==> src/rtl/uart_pkg.sv <==
// -----------------------------------------------------------------------------
// uart_pkg
// Shared definitions for the UART transmitter: default oversampling ratio,
// transmitter FSM state encoding and a helper giving the frame length in clk
// cycles for a given parameter set.
// -----------------------------------------------------------------------------
package uart_pkg;

    // Default number of clk cycles per bit period.
    localparam int OVERSAMPLE_DFLT = 16;

    typedef enum logic [2:0] {
        IDLE,
        START,
        DATA,
        PARITY,
        STOP
    } tx_state_t;

    // Total clk cycles occupied by one frame:
    // start + 8 data + optional parity + stop bits.
    function automatic int frame_cycles(input int oversample,
                                        input int parity_en,
                                        input int stop_bits);
        return oversample * (9 + parity_en + stop_bits);
    endfunction

endpackage

==> src/rtl/uart_tx_fifo.sv <==
// -----------------------------------------------------------------------------
// uart_tx_fifo
// Synchronous byte FIFO between the host write port and the serialiser.
// Pointers carry one extra wrap bit so full and empty are distinguished
// without a separate occupancy counter.
//
// Ports
//   clk    in   system clock
//   rst    in   synchronous reset, active-high (empties the FIFO)
//   push   in   write request; ignored while full
//   wdata  in   byte to write
//   pop    in   read request; ignored while empty
//   rdata  out  head of the FIFO (valid while !empty)
//   full   out  no free entry
//   empty  out  no stored entry
// -----------------------------------------------------------------------------
module uart_tx_fifo
    import uart_pkg::*;
#(
    parameter int FIFO_DEPTH = 4
) (
    input  logic       clk,
    input  logic       rst,
    input  logic       push,
    input  logic [7:0] wdata,
    input  logic       pop,
    output logic [7:0] rdata,
    output logic       full,
    output logic       empty
);

    localparam int AW = $clog2(FIFO_DEPTH);

    logic [7:0]  mem [FIFO_DEPTH];
    logic [AW:0] wp;
    logic [AW:0] rp;
    logic        do_push;
    logic        do_pop;

    // A push while full is dropped even if a pop happens on the same edge,
    // so full never depends on the pop request.
    assign do_push = push && !full;
    assign do_pop  = pop && !empty;

    always_ff @(posedge clk) begin
        if (rst) begin
            wp <= '0;
            rp <= '0;
        end else begin
            if (do_push) wp <= wp + 1'b1;
            if (do_pop)  rp <= rp + 1'b1;
        end
    end

    always_ff @(posedge clk) begin
        if (do_push) mem[wp[AW-1:0]] <= wdata;
    end

    assign rdata = mem[rp[AW-1:0]];
    assign empty = (wp == rp);
    assign full  = (wp[AW] != rp[AW]) && (wp[AW-1:0] == rp[AW-1:0]);

endmodule

==> src/rtl/uart_tx_frame.sv <==
// -----------------------------------------------------------------------------
// uart_tx_frame
// UART transmitter: start bit, 8 data bits LSB first, optional parity bit and
// one or two stop bits, each bit held OVERSAMPLE clk cycles. A small byte
// FIFO decouples the host valid/ready port; queued bytes go out back-to-back.
//
// Ports
//   clk        in   system clock (OVERSAMPLE x bit rate)
//   rst        in   synchronous reset, active-high; aborts any frame in flight
//   din        in   byte to send
//   din_valid  in   din is presented
//   din_ready  out  FIFO not full; byte accepted when din_valid & din_ready
//   tx         out  serial line, idles high
//   busy       out  transmitter FSM not idle
//   frame_done out  one-cycle pulse during the last cycle of the final stop bit
// -----------------------------------------------------------------------------
module uart_tx_frame
    import uart_pkg::*;
#(
    parameter int OVERSAMPLE  = OVERSAMPLE_DFLT,
    parameter int PARITY_EN   = 1,
    parameter int PARITY_MODE = 0,
    parameter int STOP_BITS   = 1,
    parameter int FIFO_DEPTH  = 4
) (
    input  logic       clk,
    input  logic       rst,
    input  logic [7:0] din,
    input  logic       din_valid,
    output logic       din_ready,
    output logic       tx,
    output logic       busy,
    output logic       frame_done
);

    localparam int              TC_W      = (OVERSAMPLE > 1) ? $clog2(OVERSAMPLE) : 1;
    localparam logic [TC_W-1:0] TC_END    = TC_W'(OVERSAMPLE - 1);
    localparam logic [TC_W-1:0] TC_PRE    = TC_W'(OVERSAMPLE - 2);
    localparam logic [2:0]      STOP_LAST = 3'(STOP_BITS - 1);

    tx_state_t       state;
    tx_state_t       state_nx;
    logic [TC_W-1:0] tc;
    logic [TC_W-1:0] tc_nx;
    logic [2:0]      bi;
    logic [2:0]      bi_nx;
    logic [2:0]      bi_inc;
    logic            end_tick;
    logic            tx_nx;
    logic            fd_nx;
    logic            pop;
    logic [7:0]      sh;
    logic            par;
    logic [7:0]      fifo_rdata;
    logic            fifo_full;
    logic            fifo_empty;

    uart_tx_fifo #(
        .FIFO_DEPTH (FIFO_DEPTH)
    ) u_fifo (
        .clk   (clk),
        .rst   (rst),
        .push  (din_valid),
        .wdata (din),
        .pop   (pop),
        .rdata (fifo_rdata),
        .full  (fifo_full),
        .empty (fifo_empty)
    );

    assign din_ready = !fifo_full;
    assign busy      = (state != IDLE);
    assign end_tick  = (tc == TC_END);
    assign bi_inc    = bi + 3'd1;

    // Next-state logic. tx and frame_done are computed one cycle ahead so
    // that both leave the module straight from flops. In STOP, bi is reused
    // to count stop bits.
    always_comb begin
        state_nx = state;
        tc_nx    = tc;
        bi_nx    = bi;
        tx_nx    = tx;
        fd_nx    = 1'b0;
        pop      = 1'b0;

        unique case (state)
            IDLE: begin
                tc_nx = '0;
                bi_nx = '0;
                tx_nx = 1'b1;
                if (!fifo_empty) begin
                    pop      = 1'b1;
                    tx_nx    = 1'b0;
                    state_nx = START;
                end
            end

            START: begin
                if (end_tick) begin
                    tc_nx    = '0;
                    bi_nx    = '0;
                    tx_nx    = sh[0];
                    state_nx = DATA;
                end else begin
                    tc_nx = tc + 1'b1;
                end
            end

            DATA: begin
                if (end_tick) begin
                    tc_nx = '0;
                    if (bi == 3'd7) begin
                        bi_nx = '0;
                        if (PARITY_EN != 0) begin
                            tx_nx    = par;
                            state_nx = PARITY;
                        end else begin
                            tx_nx    = 1'b1;
                            state_nx = STOP;
                        end
                    end else begin
                        bi_nx = bi_inc;
                        tx_nx = sh[bi_inc];
                    end
                end else begin
                    tc_nx = tc + 1'b1;
                end
            end

            PARITY: begin
                if (end_tick) begin
                    tc_nx    = '0;
                    bi_nx    = '0;
                    tx_nx    = 1'b1;
                    state_nx = STOP;
                end else begin
                    tc_nx = tc + 1'b1;
                end
            end

            STOP: begin
                // Raise frame_done so it is high during the final stop cycle.
                fd_nx = (bi == STOP_LAST) && (tc == TC_PRE);
                if (end_tick) begin
                    tc_nx = '0;
                    if (bi == STOP_LAST) begin
                        bi_nx = '0;
                        if (!fifo_empty) begin
                            pop      = 1'b1;
                            tx_nx    = 1'b0;
                            state_nx = START;
                        end else begin
                            tx_nx    = 1'b1;
                            state_nx = IDLE;
                        end
                    end else begin
                        bi_nx = bi_inc;
                    end
                end else begin
                    tc_nx = tc + 1'b1;
                end
            end

            default: begin
                state_nx = IDLE;
                tc_nx    = '0;
                bi_nx    = '0;
                tx_nx    = 1'b1;
            end
        endcase
    end

    always_ff @(posedge clk) begin
        if (rst) begin
            state      <= IDLE;
            tc         <= '0;
            bi         <= '0;
            tx         <= 1'b1;
            frame_done <= 1'b0;
        end else begin
            state      <= state_nx;
            tc         <= tc_nx;
            bi         <= bi_nx;
            tx         <= tx_nx;
            frame_done <= fd_nx;
        end
    end

    // Shift register and parity are captured when a byte leaves the FIFO,
    // so later FIFO traffic cannot disturb the frame in flight.
    always_ff @(posedge clk) begin
        if (pop) begin
            sh  <= fifo_rdata;
            par <= PARITY_MODE[0] ^ (^fifo_rdata);
        end
    end

endmodule
==> config.mk <==
export PLATFORM = sky130hd
export DESIGN_NAME = uart_tx_frame
export DESIGN_NICKNAME = d
export VERILOG_FILES = /design/src/rtl/uart_pkg.sv /design/src/rtl/uart_tx_fifo.sv /design/src/rtl/uart_tx_frame.sv
export SDC_FILE = /design/constraint.sdc
export NUM_CORES = 1
export LEC_CHECK = 0
export CAP_MARGIN = 20
export CORE_UTILIZATION = 50
export DETAILED_ROUTE_END_ITERATION = 6
export DONT_BUFFER_PORTS = 1
export PLACE_DENSITY = 0.68
export SYNTH_ARGS = -nofsm -noshare
export SYNTH_HDL_FRONTEND = slang
export SYNTH_SLANG_ARGS = --single-unit
==> constraint.sdc <==
create_clock -name clk -period 2.2 [get_ports clk]
set_clock_uncertainty 0.05 [all_clocks]
set_input_delay 0.66 -clock clk [delete_from_list [all_inputs] [get_ports clk]]
set_output_delay 0.66 -clock clk [all_outputs]
set_load 0.005 [all_outputs]
==> run summary <==
* finished, final reports clean — result of the run
* 15.6% — fraction of layout cells with a size suffix above 1
* 0.882 — global placer's final weighted congestion
* 1,425 — total via count after detailed routing
* 0 ns — setup TNS
* 0.200 ns — final critical-path setup slack
* 0.07 ns — clk slew on worst S/H paths
* register — critical path startpoint category
* 2670 sq um — post-placement cell area
* 0 — total count of max-transition violations in the final report
* 74.1 um — die width
* 15 — number of primary I/O pins
* sky130_fd_sc_hd__edfxtp_1, sky130_fd_sc_hd__dfxtp_1, sky130_fd_sc_hd__mux4_2, sky130_fd_sc_hd__ha_1, sky130_fd_sc_hd__xnor2_1 — dominant cells by area after synthesis
* 186 — post-synthesis cell count
* 0.461 ns — Least-Margin Pin Slew
* 5.36 — via count normalized by instance count
* 0 — Post CTS Setup Buffer Count
* 0.33 ns — insertion delay of the later-clocked pin in the worst-skew pair
* sky130_fd_sc_hd__edfxtp_1, sky130_fd_sc_hd__dfxtp_1, sky130_fd_sc_hd__xnor2_1 — most frequent cells in the layout
* 0 — global route overflow
* 3830 um — wirelength, routed
* 2.00 ns — Final Critical Period
* 0 — Resized Gates After CTS
* 2900 sq um — area of all placed cells without fillers
* 14.4 um — routed wirelength normalized by instance count
* sky130_fd_sc_hd__clkbuf_8 — cell at the root of the clock tree
* in2reg — classification of the worst-slack hold path
* 0 — hold violation total from the final report
* 0 — # DRC
* 3 — number of H-tree branching levels
* 0 — number of diodes added for antenna fixing
* 11.9% — Area Growth Syn to Fin
* inv_1 > ha_1 > mux4_2 > nor2_1 > or4_1 > a41oi_1 > or2_1 — cells along the critical path
* 0 — Routed Antenna Nets
* 2600 sq um — Post-Syn Area
* 61 — Sinks on Clock Net
* 0.197 ns — worst slack, placed
* 6 — peak fanout along the critical path
* 90.9% — final critical-path share of the clock period
* 2 — number of buffers between clock root and the deepest sink
* sky130_fd_sc_hd__edfxtp_1 — Yosys top cell by area
* 4850 sq um — Core Footprint
* 0.00100 uW — leakage power total
* 1240 nW/um^2 — areal power density over the cells
* done — TritonCTS clock tree
* 25 — number of core rows
* sky130_fd_sc_hd__edfxtp_1 — most common cell after layout, fill and taps aside
* 2.43 ns — Req. time, crit path
* 61 — Seq cells post-synth
* 62.8% — post-synthesis sequential area ratio
* 16.4% — All-Layer GR Usage
* 0 — final setup vio count
* 500 MHz — highest clock frequency the design can meet
* 9 — TritonCTS buffer count
* 20 — largest net degree at the start of global routing
* reg2reg — CP Class
* 207 — Synthesized Nets
* 74.1 um — chip height
* 47.4% — proportion of netlist area held by the largest area contributor
* sky130_fd_sc_hd__or4_1 — Slowest-stage cell, CP
* 46 — number of violations reported at the end of detailed-routing iteration 0
* 0 — Synthesis Warnings
* 53.5% — starting utilization of the core area
* 0 — number of violations of the max-capacitance limit
* 35 — number of distinct library cells after synthesis
* false — RSZ-0062 raised after global routing
* register — Setup crit end kind
* 6350 um — global-route wire length before repair
* 3610 uW — total power
* 0.000926 V — maximum ir drop on the vdd rail
* 215 — final net count
* 14.0 sq um — synthesized area per cell
* 69.3% — headroom to the max-slew limit
* 0 — hold-fix buffer count after cts
* 5480 sq um — die area
* 2.23 ns — arrival time of the worst setup path
* 1,421 — number of global-route vias before repair
* 2730 um — half-perimeter wire length after detailed placement
* 0.46 ns — delay of the slowest cell on the worst path
* 0 — initial antenna violation count
* 0 — count of port buffers added during placement
* 4 — total iterations of the first detailed-routing run
## cell type report
type                            instances  area (sq um)
Timing Repair Buffer                    3          22.5
Tap cell                               67          83.8
Fill cell                             396          1940
Clock inverter                          6           111
Sequential cell                        61          1630
Multi-Input combinational cell        110           893
Clock buffer                           10           128
Inverter                                9          33.8
## flip-flops by register name, indices dropped and copies added (netlist names), named ones only
signal / cells
u_fifo.mem: 32
sh: 8
tc: 4
bi: 3
state: 3
u_fifo.rp: 3
u_fifo.wp: 3
frame_done: 1
par: 1
tx: 1
## critical path: cells and delay by family, from the launching register on
kind / cells / cell delay, ns
flip-flops: 1 / 0.43
buffers and inverters: 1 / 0.10
adder cells (fa/ha/maj): 1 / 0.36
AO/OA/AOI/OAI: 1 / 0.17
AND/OR/NAND/NOR: 3 / 0.60
multiplexers: 1 / 0.24
## logic make-up (layout without fill, tap and decap cells)
family / after synthesis / in the layout / synth area share (%)
flip-flops: 61 / 61 / 62.8
AND/OR/NAND/NOR: 53 / 53 / 10.9
XOR/XNOR: 17 / 17 / 5.73
adder cells (fa/ha/maj): 10 / 10 / 4.82
AO/OA/AOI/OAI: 18 / 18 / 3.90
buffers and inverters: 15 / 28 / 2.75
multiplexers: 12 / 12 / 9.06
## Yosys cell counts
master and number:
sky130_fd_sc_hd__nor3b_1 1, sky130_fd_sc_hd__o21ai_1 2, sky130_fd_sc_hd__or4_1 2, sky130_fd_sc_hd__xor2_1 5, sky130_fd_sc_hd__nand3b_1 1, sky130_fd_sc_hd__nand2b_1 4, sky130_fd_sc_hd__mux2i_1 1, sky130_fd_sc_hd__and2_1 4
sky130_fd_sc_hd__a21oi_1 10, sky130_fd_sc_hd__o21ai_0 1, sky130_fd_sc_hd__or3_4 1, sky130_fd_sc_hd__or2_1 1, sky130_fd_sc_hd__nor4_1 1, sky130_fd_sc_hd__nor2b_1 1, sky130_fd_sc_hd__nor3_1 6, sky130_fd_sc_hd__clkbuf_1 3
sky130_fd_sc_hd__dfxtp_1 20, sky130_fd_sc_hd__buf_1 1, sky130_fd_sc_hd__mux4_2 9, sky130_fd_sc_hd__mux2_2 2, sky130_fd_sc_hd__and3_4 1, sky130_fd_sc_hd__inv_1 9, sky130_fd_sc_hd__nand3_1 9, sky130_fd_sc_hd__nand2_1 8
sky130_fd_sc_hd__nand4b_1 1, sky130_fd_sc_hd__a31oi_1 2, sky130_fd_sc_hd__ha_1 10, sky130_fd_sc_hd__buf_6 2, sky130_fd_sc_hd__a41oi_1 1, sky130_fd_sc_hd__xnor2_1 12, sky130_fd_sc_hd__o22ai_1 1, sky130_fd_sc_hd__nand4_1 1
sky130_fd_sc_hd__nor2_1 11, sky130_fd_sc_hd__edfxtp_1 41, sky130_fd_sc_hd__o2bb2ai_1 1
## path summary, 6_finish.rpt
kind         startpoint           end  slack [ns]  depth (start not counted)
min reg2reg       tc[3]    frame_done        0.42                          2
min                 rst  u_fifo.wp[2]        0.34                          1
max               bi[0]            tx        0.20                          7
max reg2reg       bi[0]            tx        0.20                          7
## per-stage QoR
| stage | utilization (%) | hold slack (ns) | std cells |
|---|---|---|---|
| floorplan | - | 0.394 | 186 |
| global placement | 55.0 | 0.405 | 250 |
| detailed placement | 55.0 | 0.416 | 250 |
| CTS | 59.9 | 0.320 | 266 |
| global route | 59.9 | 0.319 | 266 |
| finish | 59.9 | 0.344 | 266 |
## routing by layer
layer | GRT usage [%] | wire (um)
met1 | 18.9 | 1700
met4 | 11.5 | 46
met5 | 0 | 0
met2 | 26.7 | 1950
met3 | 4.34 | 129
## power by group
| group | switching (uW) | internal [uW] | leakage [uW] |
|---|---|---|---|
| Clock | 423 | 752 | 0.000116 |
| Sequential | 120 | 1480 | 0.000543 |
| Combinational | 409 | 423 | 0.000340 |
| Total | 952 | 2660 | 0.00100 |
No activity file was read; power rests on OpenSTA's default activity.
